File: config.mk
export PLATFORM = sky130hd
export DESIGN_NAME = sifre_cozme
export DESIGN_NICKNAME = d
export VERILOG_FILES = /design/src/rtl/sifre_cozme.sv
export SDC_FILE = /design/constraint.sdc
export NUM_CORES = 1
export LEC_CHECK = 0
export ABC_AREA = 1
export CAP_MARGIN = 5
export CORE_ASPECT_RATIO = 1.5
export CORE_MARGIN = 2
export CORE_UTILIZATION = 57
export DETAILED_ROUTE_END_ITERATION = 8
export GPL_TIMING_DRIVEN = 0
export PLACE_DENSITY = 0.79
export SLEW_MARGIN = 20
export SYNTH_ARGS = -nofsm -noshare
export SYNTH_HDL_FRONTEND = slang
export SYNTH_SLANG_ARGS = --single-unit
export TNS_END_PERCENT = 5
File: constraint.sdc
create_clock -name saat -period 3 [get_ports saat]
set_input_delay 0.3 -clock saat [delete_from_list [all_inputs] [get_ports saat]]
set_output_delay 0.3 -clock saat [all_outputs]
set_load 0.03 [all_outputs]
File: src/rtl/sifre_cozme.sv
// Receive side of the serial encryption link: collects an LSB-first frame of
// BIT bits, then reverses the 2-bit rotation and the key mix chosen at frame start.
module sifre_cozme #(
    parameter int BIT = 4
) (
    input  logic           saat,
    input  logic           reset,
    input  logic           bit_girisi,
    input  logic           gecerli_girisi,
    input  logic           mod,
    input  logic [2:0]     secim,
    output logic [BIT-1:0] veri,
    output logic           cikis_gecerli,
    output logic           hata
);

    typedef enum logic {BOSTA = 1'b0, ALIM = 1'b1} durum_t;

    localparam logic [5:0] SON = 6'(BIT - 1);

    durum_t         durum_q, durum_d;
    logic [5:0]     sayac_q, sayac_d;
    logic [BIT-1:0] kaydirma_q, kaydirma_d;
    logic           mod_q, mod_d;
    logic [2:0]     secim_q, secim_d;
    logic [BIT-1:0] veri_q, veri_d;
    logic           gecerli_q, gecerli_d;
    logic           hata_q, hata_d;
    logic [BIT-1:0] tek_bit_s;
    logic [BIT-1:0] cerceve_s;

    function automatic logic [63:0] anahtar(input logic [2:0] idx);
        case (idx)
            3'd0:    return 64'hBABA_1453_DEDE_1071;
            3'd1:    return 64'hACAB_0909_BACA_0707;
            3'd2:    return 64'hADAB_0606_DADA_0505;
            3'd3:    return 64'hAAAA_0000_FFFF_5555;
            3'd4:    return 64'hCAAA_0101_CAAA_0101;
            3'd5:    return 64'hAACA_0606_AACA_0606;
            3'd6:    return 64'hCAAA_1717_CAAA_1717;
            3'd7:    return 64'hAAAA_0000_FFFF_5555;
            default: return 64'h0000_0000_0000_0000;
        endcase
    endfunction

    // The transmitter rotated left for mod=1 and right for mod=0; undo that here.
    function automatic logic [BIT-1:0] coz(input logic [BIT-1:0] s, input logic m,
                                           input logic [2:0] sec);
        logic [BIT-1:0] k;
        logic [BIT-1:0] t;
        k = BIT'(anahtar(sec));
        if (m) begin
            t = {s[1:0], s[BIT-1:2]};
            return t ^ k;
        end else begin
            t = {s[BIT-3:0], s[BIT-1:BIT-2]};
            return ~(t ^ k);
        end
    endfunction

    assign tek_bit_s = {{(BIT-1){1'b0}}, bit_girisi};
    // Unfilled positions are always zero, so OR-ing the new bit in place is enough.
    assign cerceve_s = kaydirma_q | (tek_bit_s << sayac_q);

    // Next-state and next-output logic for the receive FSM.
    always_comb begin
        durum_d    = durum_q;
        sayac_d    = sayac_q;
        kaydirma_d = kaydirma_q;
        mod_d      = mod_q;
        secim_d    = secim_q;
        veri_d     = veri_q;
        gecerli_d  = 1'b0;
        hata_d     = 1'b0;
        case (durum_q)
            BOSTA: begin
                if (gecerli_girisi) begin
                    kaydirma_d = tek_bit_s;
                    mod_d      = mod;
                    secim_d    = secim;
                    sayac_d    = 6'd1;
                    durum_d    = ALIM;
                end else begin
                    durum_d = BOSTA;
                end
            end
            ALIM: begin
                if (gecerli_girisi) begin
                    if (sayac_q == SON) begin
                        veri_d     = coz(cerceve_s, mod_q, secim_q);
                        gecerli_d  = 1'b1;
                        kaydirma_d = '0;
                        sayac_d    = 6'd0;
                        durum_d    = BOSTA;
                    end else begin
                        kaydirma_d = cerceve_s;
                        sayac_d    = sayac_q + 6'd1;
                    end
                end else begin
                    hata_d     = 1'b1;
                    kaydirma_d = '0;
                    sayac_d    = 6'd0;
                    durum_d    = BOSTA;
                end
            end
            default: begin
                kaydirma_d = '0;
                sayac_d    = 6'd0;
                durum_d    = BOSTA;
            end
        endcase
    end

    // State and output registers with synchronous reset.
    always_ff @(posedge saat) begin
        if (reset) begin
            durum_q    <= BOSTA;
            sayac_q    <= 6'd0;
            kaydirma_q <= '0;
            mod_q      <= 1'b0;
            secim_q    <= 3'd0;
            veri_q     <= '0;
            gecerli_q  <= 1'b0;
            hata_q     <= 1'b0;
        end else begin
            durum_q    <= durum_d;
            sayac_q    <= sayac_d;
            kaydirma_q <= kaydirma_d;
            mod_q      <= mod_d;
            secim_q    <= secim_d;
            veri_q     <= veri_d;
            gecerli_q  <= gecerli_d;
            hata_q     <= hata_d;
        end
    end

    assign veri          = veri_q;
    assign cikis_gecerli = gecerli_q;
    assign hata          = hata_q;

endmodule

==> flow_summary_export.csv <==
group,metric,value,unit
outcome,outcome,"completed",
clocking,clkSinkCount,24,
worst_setup_path,path_max_fanout,2,
route,drt-vias-per-instance,5.14,
finish,diodes,0,
timing,fmax,605,MHz
finish,syn2layout_area_growth,18.1,%
logic_synthesis,synth_cells,157,
timing,rsz0062_at_grt,"false",
timing,fin_crit_sh,0.551,
floorplanning,rows,19,
timing,finalSetupTns,0,ns
clocking,clkSlewWorstSetupHoldPaths,0.13,ns
clocking,insertion_delay,0.33,ns
flow_run,cap_violations,0,
clocking,cts_inserted_buffers,3,
worst_setup_path,rrSetupSlack,1.65,ns
clocking,ctsHoldBuffers,0,
logic_synthesis,ys_seq_elements,24,
logic_synthesis,synth_warnings,0,
logic_synthesis,synth_top_flop_cell,"dfxtp_1",
worst_setup_path,path_class,"flip-flop to output port",
pwr,total_power,0.649,mW
hold_path,min-delay-start,"veri[0]",
grt,antenna_found_initial,0,
clocking,htreeDepth,1,
worst_setup_path,crit_path_top_delay_cell,"clkdlybuf4s50_1",
grt,overflow,0,
hold_path,hold_depth,2,
timing,min_period,1.65,ns
grt,grt_util_met2,0.379,
grt,use_met3,0.0226,
logic_synthesis,synth_commonest_cells,"nand2_1 (34), dfxtp_1 (24), inv_1 (21)",
floorplanning,core-area,1880,µm²
placed_design,dp_slack,1.14,ns
grt,grt_util_met1,0.254,
placed_design,dpl.hpwl,1.66,mm
floorplanning,start_util,0.614,
placed_design,routabilityCongestion,0.834,
grt,grtUsageTotal,0.221,
timing,skew,0.00983,ns
finish,drive_gt1_frac,0.126,
hold_path,hp-class,"flip-flop to flip-flop",
route,finalWirelength,2.13,mm
worst_setup_path,critical-path-top-delay-family,"buffers and inverters",
logic_synthesis,yosysMostFrequentCell,"nand2_1",
worst_setup_path,rr_worst_depth,7,
floorplanning,dieHeight,59.1,µm
grt,grt_pass1_wl,3.66,mm
worst_setup_path,cp-start-kind,"flip-flop",
timing,setup_viol,0,
logic_synthesis,synth_top_area_share,0.416,
clocking,cts_root_buf,"clkbuf_4",
logic_synthesis,synth_top_cell_by_area,"dfxtp_1",
grt,busiest_layer,"met2",
logic_synthesis,synth_area,1150,µm²
clocking,cts.path.max_buffers,2,
floorplanning,die_w,40.7,µm
logic_synthesis,synth-edff-count,0,
worst_setup_path,crit_buf_inv,1,
route,drtPass1Iterations,4,
timing,slew_viol_final,0,
pwr,p_leak,0.592,nW
floorplanning,dieArea,2410,µm²
worst_setup_path,cp.required,2.70,ns
clocking,cts_resized,0,
logic_synthesis,synth.area.top_cells,"dfxtp_1 (42%), nand2_1 (11%), inv_1 (6.8%)",
placed_design,placed_cells,191,
logic_synthesis,synthArstFlopShare,0,
finish,stdcell_count,195,
worst_setup_path,path_cells,"clkdlybuf4s50_1",
placed_design,portBuffers,13,
logic_synthesis,synth_fp_nets,167,
pwr,ir_drop,0.373,mV
finish,nNetsFinal,185,
route,drt_iter0_markers,12,
floorplanning,boundaryPins,14,
grt,grt_pass1_vias,892,
clocking,postCtsSetupBuffers,0,
route,drc,0,
grt,grt_max_degree,15,
route,vias,1003,
logic_synthesis,synthDistinctLibCells,27,
timing,hold_violations,0,
worst_setup_path,cp.arrival,1.35,ns
worst_setup_path,r2r_start,"sayac_q[1]",
placed_design,placed_area,1310,µm²
logic_synthesis,seq_area_frac_synth,0.416,
worst_setup_path,endpoint_kind,"output port",
finish,stdcell_area,1360,µm²
timing,worstMarginPinSlew,0.474,ns
logic_synthesis,avgSynthCellArea,7.35,µm²
worst_setup_path,reg2reg_to,"sayac_q[4]",
route,wl_per_cell,10.9,µm
clocking,cts_tree,"yes",
timing,fin_ws,1.35,ns
timing,max_slew_margin,0.683,
hold_path,holdPathEnd,"veri[0]",
pwr,p_per_area,476,nW/µm²
worst_setup_path,critPathMaxStageDelay,0.67,ns
route,ant_nets,0,
worst max path at each step:
stage | endpoint | slack (ns) | cells past startpoint | startpoint
after CTS | veri[0] | 1.32 | 1 | veri[0]
final | veri[0] | 1.35 | 1 | veri[0]
after global placement | flip-flop | 1.18 | 10 | gecerli_girisi
after global routing | veri[0] | 1.29 | 1 | veri[0]
after detailed placement | flip-flop | 1.14 | 10 | gecerli_girisi
after floorplan | flip-flop | 1.81 | 8 | durum_q
cell type report:
class                           count  area, µm²
Clock inverter                      1       30.0
Fill cell                         160        515
Buffer                              2       16.3
Sequential cell                    24        480
Multi-Input combinational cell    104        556
Inverter                           27        101
Tap cell                           21       26.3
Timing Repair Buffer               13        130
Clock buffer                        3       22.5
layout by cell type (no fill, tap or decap):
cell type / netlist / routed
a211oi_1: 1 / 1
a21oi_1: 12 / 12
and2_1: 1 / 1
buf_2: 1 / 1
buf_6: 1 / 1
bufinv_16: 0 / 1
clkbuf_4: 0 / 3
clkdlybuf4s50_1: 0 / 13
dfxtp_1: 24 / 24
ha_1: 2 / 2
inv_1: 21 / 21
inv_2: 6 / 6
nand2_1: 34 / 34
nand2_2: 1 / 1
nand3_1: 11 / 11
nand3_2: 1 / 1
nand3_4: 1 / 1
nand4_1: 4 / 4
nor2_1: 14 / 14
nor2_2: 1 / 1
nor2_4: 4 / 4
nor3_1: 1 / 1
nor3_2: 1 / 1
o21a_1: 1 / 1
o21ai_0: 4 / 4
o21ai_1: 3 / 3
o22ai_1: 1 / 1
or2_0: 1 / 1
or2_2: 1 / 1
xor2_1: 4 / 4
power breakdown:
group | switching, mW | internal [mW] | leakage, nW | total, mW
Sequential | 0.00720 | 0.330 | 0.196 | 0.337
Combinational | 0.0448 | 0.0313 | 0.368 | 0.0761
Clock | 0.100 | 0.135 | 0.0279 | 0.236
Total | 0.152 | 0.497 | 0.592 | 0.649
cell families (layout without fill, tap and decap cells):
kind of cell | after synthesis | in the layout | share of synthesized area
AO/OA/AOI/OAI | 22 | 22 | 0.101
adder cells (fa/ha/maj) | 2 | 2 | 0.0217
AND/OR/NAND/NOR | 76 | 76 | 0.329
flip-flops | 24 | 24 | 0.416
buffers and inverters | 29 | 46 | 0.102
XOR/XNOR | 4 | 4 | 0.0304
worst register-to-register path, delay by kind of cell, from the launching register on:
family        cells  cell delay, ns
flops             1            0.43
fa+ha+maj         1            0.26
xor+xnor          1            0.16
simple gates      5            0.41
per-layer routing:
layer	up-vias	wire length [µm]
met5	-	0
met4	0	60
met3	5	74
met2	22	1110
met1	446	884
li1	530	-
metrics by stage:
step                 util  hold WS, ns
finish              0.726        0.475
global route        0.726        0.503
CTS                 0.726        0.480
detailed placement  0.698        0.461
global placement    0.698        0.455
floorplan               -        0.377
(Power assumes the default switching activity.)
